[config.mk]
export PLATFORM = sky130hd
export DESIGN_NAME = dsp_pipe_reg
export DESIGN_NICKNAME = d
export VERILOG_FILES = /design/src/rtl/dsp_pipe_pkg.sv /design/src/rtl/dsp_pipe_stage.sv /design/src/rtl/dsp_pipe_reg.sv
export SDC_FILE = /design/constraint.sdc
export NUM_CORES = 1
export LEC_CHECK = 0
export BUFFER_PORTS_ARGS = -buffer_cell sky130_fd_sc_hd__buf_2
export CAP_MARGIN = 10
export CORE_MARGIN = 3
export CORE_UTILIZATION = 57
export CTS_CLUSTER_SIZE = 14
export DETAILED_ROUTE_END_ITERATION = 8
export GPL_TIMING_DRIVEN = 1
export HOLD_SLACK_MARGIN = 0.12
export PLACE_DENSITY_LB_ADDON = 0.05
export SLEW_MARGIN = 20
export SYNTH_ARGS = -nofsm -noshare
export SYNTH_HDL_FRONTEND = slang
export SYNTH_SLANG_ARGS = --single-unit
[constraint.sdc]
create_clock -name clk -period 2.7 [get_ports clk]
set_input_delay 0 -clock clk [delete_from_list [all_inputs] [get_ports clk]]
set_output_delay 0 -clock clk [all_outputs]
set_load 0.005 [all_outputs]
[src/rtl/dsp_pipe_pkg.sv]
// Shared constants and elaboration helpers for the DSP48A1 configurable
// latency pipeline (dsp_pipe_stage / dsp_pipe_reg).
package dsp_pipe_pkg;

    // Largest supported register chain and data path.
    localparam int MAX_DEPTH = 8;
    localparam int MAX_WIDTH = 48;

    // Ceiling log2, usable in parameter expressions.
    // clog2(1) = 0, clog2(2) = 1, clog2(5) = 3, clog2(9) = 4.
    function automatic int clog2(input int value);
        int result;
        int v;
        result = 0;
        v      = value - 1;
        while (v > 0) begin
            result = result + 1;
            v      = v >> 1;
        end
        return result;
    endfunction

    // True when the requested geometry is inside the supported range.
    function automatic bit params_ok(input int depth, input int width);
        return (depth >= 1) && (depth <= MAX_DEPTH) &&
               (width >= 1) && (width <= MAX_WIDTH);
    endfunction

endpackage

[src/rtl/dsp_pipe_stage.sv]
// One pipeline stage: a WIDTH-bit data register plus its valid bit.
// ce gates both; flush clears only the valid bit, the data is left alone.
module dsp_pipe_stage
    import dsp_pipe_pkg::*;
#(
    parameter int WIDTH = 18
) (
    input  logic             clk,
    input  logic             rst,
    input  logic             ce,
    input  logic             flush,
    input  logic [WIDTH-1:0] d,
    input  logic             d_vld,
    output logic [WIDTH-1:0] q,
    output logic             q_vld
);

    logic [WIDTH-1:0] r_data;
    logic             r_vld;

    // Data register: loads on enabled cycles, never touched by flush.
    always_ff @(posedge clk or posedge rst) begin
        if (rst) begin
            r_data <= '0;
        end else if (ce) begin
            r_data <= d;
        end
    end

    // Valid bit: flush overrides ce so a sample presented during flush is dropped.
    always_ff @(posedge clk or posedge rst) begin
        if (rst) begin
            r_vld <= 1'b0;
        end else if (flush) begin
            r_vld <= 1'b0;
        end else if (ce) begin
            r_vld <= d_vld;
        end
    end

    assign q     = r_data;
    assign q_vld = r_vld;

endmodule

[src/rtl/dsp_pipe_reg.sv]
// Configurable-latency input pipeline for the DSP48A1 A/B/C/D/M/P paths.
// DEPTH register stages in a chain, a runtime tap select (0 = bypass,
// values above DEPTH clamp to DEPTH) and a count of valid samples held.
//
// Handshake: din_vld qualifies din on every cycle with ce = 1; there is no
// backpressure, one sample is accepted per enabled cycle, and dout_vld
// qualifies dout on the same cycle it is presented.
module dsp_pipe_reg
    import dsp_pipe_pkg::*;
#(
    parameter int WIDTH = 18,
    parameter int DEPTH = 4,
    parameter int TAPW  = clog2(DEPTH + 1)
) (
    input  logic             clk,
    input  logic             rst,
    input  logic             ce,
    input  logic             flush,
    input  logic [TAPW-1:0]  tap,
    input  logic [WIDTH-1:0] din,
    input  logic             din_vld,
    output logic [WIDTH-1:0] dout,
    output logic             dout_vld,
    output logic [TAPW-1:0]  inflight
);

    localparam logic [TAPW-1:0] MAX_TAP = TAPW'(DEPTH);

    // Reject unsupported geometries at elaboration time.
    if (!params_ok(DEPTH, WIDTH)) begin : g_param_check
        $error("dsp_pipe_reg: DEPTH must be 1..%0d and WIDTH 1..%0d",
               MAX_DEPTH, MAX_WIDTH);
    end

    // Index 0 is the live input, index k is the output of stage k.
    logic [WIDTH-1:0] w_data [DEPTH+1];
    logic             w_vld  [DEPTH+1];
    logic [TAPW-1:0]  w_tap_sel;
    logic [TAPW-1:0]  w_count;

    assign w_data[0] = din;
    assign w_vld[0]  = din_vld;

    for (genvar i = 0; i < DEPTH; i++) begin : g_stage
        dsp_pipe_stage #(
            .WIDTH (WIDTH)
        ) u_stage (
            .clk   (clk),
            .rst   (rst),
            .ce    (ce),
            .flush (flush),
            .d     (w_data[i]),
            .d_vld (w_vld[i]),
            .q     (w_data[i+1]),
            .q_vld (w_vld[i+1])
        );
    end

    // Clamp out-of-range tap values to the last physical stage.
    always_comb begin
        w_tap_sel = tap;
        if (tap > MAX_TAP) begin
            w_tap_sel = MAX_TAP;
        end
    end

    // Output mux; changing tap takes effect immediately and is not retimed.
    always_comb begin
        dout     = '0;
        dout_vld = 1'b0;
        for (int i = 0; i <= DEPTH; i++) begin
            if (w_tap_sel == TAPW'(i)) begin
                dout     = w_data[i];
                dout_vld = w_vld[i];
            end
        end
    end

    // Popcount of the stage valid bits; the bypass input is not counted.
    always_comb begin
        w_count = '0;
        for (int i = 1; i <= DEPTH; i++) begin
            w_count = w_count + TAPW'(w_vld[i]);
        end
    end

    assign inflight = w_count;

endmodule

==> flow_metrics.tcl <==
set metrics [dict create \
    slowest_stage_cell_on_the_critical_path "sky130_fd_sc_hd__fa_1" \
    finalMaxSlewViolations 0 \
    remaining_drc_errors 0 \
    period_share 0.724 \
    setup.worst_path.end_class "output port" \
    timing.clock.skew_ns 0.00769 \
    antenna_found_initial 0 \
    dp_hpwl_um 4230 \
    main_combinational_cell_family_by_area_after_synthesis "multiplexers" \
    tritoncts "built" \
    avgViaCountPerCell 5.56 \
    drtPass1Iterations 5 \
    io_buf_count 47 \
    p_sw_uw 729 \
    run_status "complete, no violations" \
    critical_path.reg2reg.startpoint "g_stage[0].u_stage.q_vld" \
    post_cts.resized_instances 0 \
    yosys-top-cells-count "76 x sky130_fd_sc_hd__dfrtp_1, 64 x sky130_fd_sc_hd__mux2_2, 20 x sky130_fd_sc_hd__inv_1" \
    drtIter0Drc 118 \
    number_of_synthesized_flops_with_an_enable_pin 0 \
    clk_pin_slew_ns 0.08 \
    max_cap_viol_count 0 \
    clock_power_share 0.330 \
    synthesis_stage_register_bit_count 76 \
    power_frac_seq 0.493 \
    power.static_leakage_uw 0.00196 \
    netlist_instances 284 \
    data_arrival_time_of_the_critical_path_ns 1.96 \
    grt_setup_unrepaired "false" \
    cts_num_sinks 76 \
    grt_start_max_net_pins 91 \
    initial_utilization 0.598 \
    power.internal_uw 2150 \
    netlist_area_sq_um 3600 \
    ioPinCount 48 \
    yosys.area_share.simple 0.0420 \
    mappedNetlistNets 313 \
    post_synth_mux_area_share 0.276 \
    synthesized_area_fraction_occupied_by_ao_oa_aoi_and_oai_cells 0.0879 \
    netlist-cell-type-count 22 \
    layoutNonFillerInstCount 426 \
    critical_path.reg2reg.endpoint "g_stage[0].u_stage.q_vld" \
    syn_avg_cell_area_sq_um 12.7 \
    synthTopCellsByArea "sky130_fd_sc_hd__dfrtp_1 53%, sky130_fd_sc_hd__mux2_2 20%, sky130_fd_sc_hd__mux2i_1 4.4%" \
    clk-insertion-delay-late_ns 0.35 \
    area.growth.synth_to_final_pct 18.7 \
    seq_area_frac_synth 0.528 \
    global_route.usage.total 0.206 \
    cp_slowest_stage_delay_ns 0.53 \
    global_route.overflow_total 0 \
    timing.critical_path.from_type "flop" \
    post_drt_wl_per_cell_um 16.0 \
    design.die.area_sq_um 7310 \
    cpLargestDelayFamily "adder cells" \
    synth_flop_cell "sky130_fd_sc_hd__dfrtp_1" \
    via_count 2369 \
    antenna-diode-count 0 \
    final_area_sq_um 4280 \
    detail-route-antenna-nets 0 \
    number_of_global_route_vias_before_repair 2431 \
    die_width_um 85.5 \
    timing.hold.worst.class "input port to async pin" \
    ys.warnings.count 0 \
    power_frac_comb 0.177 \
    worst_r2r_path_depth 3 \
    power_density_nw_per_um2 673 \
    worstPathMaxFanout 4 \
    setup_violations 0 \
    die_height_um 85.5 \
    tightest_pin_transition_ns 1.01 \
    fin_nets 375 \
    p_sw_frac 0.253 \
    max-slew-margin-rel 0.326 \
    cts_inserted_buffers 9 \
    cp_cell_sequence "inv_1 > fa_1 > inv_1 > ha_1 > ha_1 > buf_2" \
    max-vdd-ir-drop_v 0.000384 \
    power_uw 2880 \
    final_weighted_congestion_of_routability_driven_global_placement 0.710 \
    synth-xor-area-share 0 \
    reg2reg_setup_slack_ns 1.44 \
    fp-row-count 28 \
    design.core.area_sq_um 6030 \
    required_time_of_the_critical_path_ns 2.70 \
    peak_clock_frequency_supported_by_timing_mhz 511 \
    grt_pass1_wl_um 11700 \
    synth_top_cell_by_area "sky130_fd_sc_hd__dfrtp_1" \
    placed_area_sq_um 3850 \
    cts.root.buffer_cell "sky130_fd_sc_hd__clkbuf_8" \
    post-place-cells 389 \
    layout_cell_share_with_drive_strength_beyond_1 0.385 \
    yosysTopAreaCellShare 0.528 \
    crit_type "flop to output port" \
    finalSetupTns_ns 0 \
    yosys.area_share.adder 0.0125 \
    clockBufferDepth 2 \
    drt-total-wl_um 6830 \
    asyncSetResetFlopFracSynth 1.00 \
    critical_path_buf_inv_count 3 \
    cts.htree.levels 3 \
    top_count_cell_post_synth "sky130_fd_sc_hd__dfrtp_1" \
    hold_viol_final 0 \
    fin_crit_ns 1.96 \
]
## power groups by stage
stage          Combinational [uW]  Sequential (uW)  Clock (uW)
2_1_floorplan                 369             1410           0
3_3_place_gp                  480             1430           0
3_5_place_dp                  494             1440           0
4_1_cts                       518             1420         967
5_1_grt                       569             1440        1020
6_report                      510             1420         949
## stage by stage
| stage | hold WS (ns) | utilization | setup slack [ns] |
|---|---|---|---|
| after global routing | 0.362 | 0.710 | 0.680 |
| after detailed placement | 0.143 | 0.639 | 1.01 |
| final | 0.291 | 0.710 | 0.745 |
| after global placement | 0.140 | 0.639 | 1.12 |
| after floorplan | 0.0664 | - | 0.762 |
| after CTS | 0.314 | 0.710 | 0.737 |
## flip-flops by register name, summed over array words and instances, names as in the netlist
signal,count
g_stage.u_stage.q_vld,4
g_stage.u_stage.q,72
## logic make-up (layout without fill, tap and decap cells)
family / after synthesis / in the layout
muxes: 85 / 85
DFF: 76 / 76
AOI/OAI and AO/OA: 43 / 43
buffers and inverters: 40 / 107
and+or+nand+nor: 37 / 37
adders and majority gates: 3 / 3
## repair_timing
item,CTS,global route
endpoints found under the hold margin,52,0
buffers inserted,0,0
hold buffers,21,0
## worst register-to-register path: stages, from the launching register on
cell                            delay, ns
sky130_fd_sc_hd__dfrtp_1             0.42
sky130_fd_sc_hd__mux2i_1             0.14
sky130_fd_sc_hd__nor2_1              0.05
sky130_fd_sc_hd__dlygate4sd3_1       0.55
## placed cells by master (no fill, tap or decap), types with 5 or more instances in the layout
cell type,synthesis,layout
sky130_fd_sc_hd__o21ai_0,14,14
sky130_fd_sc_hd__a222oi_1,13,13
sky130_fd_sc_hd__nor2_1,18,18
sky130_fd_sc_hd__mux4_2,5,5
sky130_fd_sc_hd__mux2i_1,16,16
sky130_fd_sc_hd__inv_1,20,19
sky130_fd_sc_hd__clkbuf_8,0,10
sky130_fd_sc_hd__buf_2,11,46
sky130_fd_sc_hd__mux2_2,64,64
sky130_fd_sc_hd__dlygate4sd3_1,0,21
sky130_fd_sc_hd__dfrtp_1,76,76
sky130_fd_sc_hd__nand2_1,15,15
sky130_fd_sc_hd__o21a_1,12,12
## routing by layer
| metal | wire length (um) | track usage | vias to the layer above |
|---|---|---|---|
| li1 | - | - | 1130 |
| met1 | 3170 | 0.284 | 1178 |
| met2 | 3290 | 0.315 | 53 |
| met3 | 259 | 0.0442 | 8 |
| met4 | 105 | 0.0978 | 0 |
| met5 | 0 | 0 | - |
## final cells by class
type / count / area, sq um
flip-flops and latches: 76 / 1900
fillers: 450 / 1750
multi-input cells: 168 / 1510
repair buffers: 71 / 483
clock buffers: 11 / 141
well taps: 75 / 93.8
clock inverters: 5 / 75.1
inverters: 20 / 75.1
## worst max-delay path by stage
stage	startpoint	cells past startpoint	to	slack [ns]
after CTS	g_stage[0].u_stage.q_vld	6	inflight[1]	0.74
after global routing	g_stage[0].u_stage.q_vld	6	inflight[1]	0.68
final	g_stage[0].u_stage.q_vld	6	inflight[1]	0.74
after floorplan	rst	1	g_stage[0].u_stage.q[0]	0.76
after global placement	tap[2]	6	dout[16]	1.12
after detailed placement	tap[2]	6	dout[16]	1.01
No activity file was read; power rests on OpenSTA's default activity.
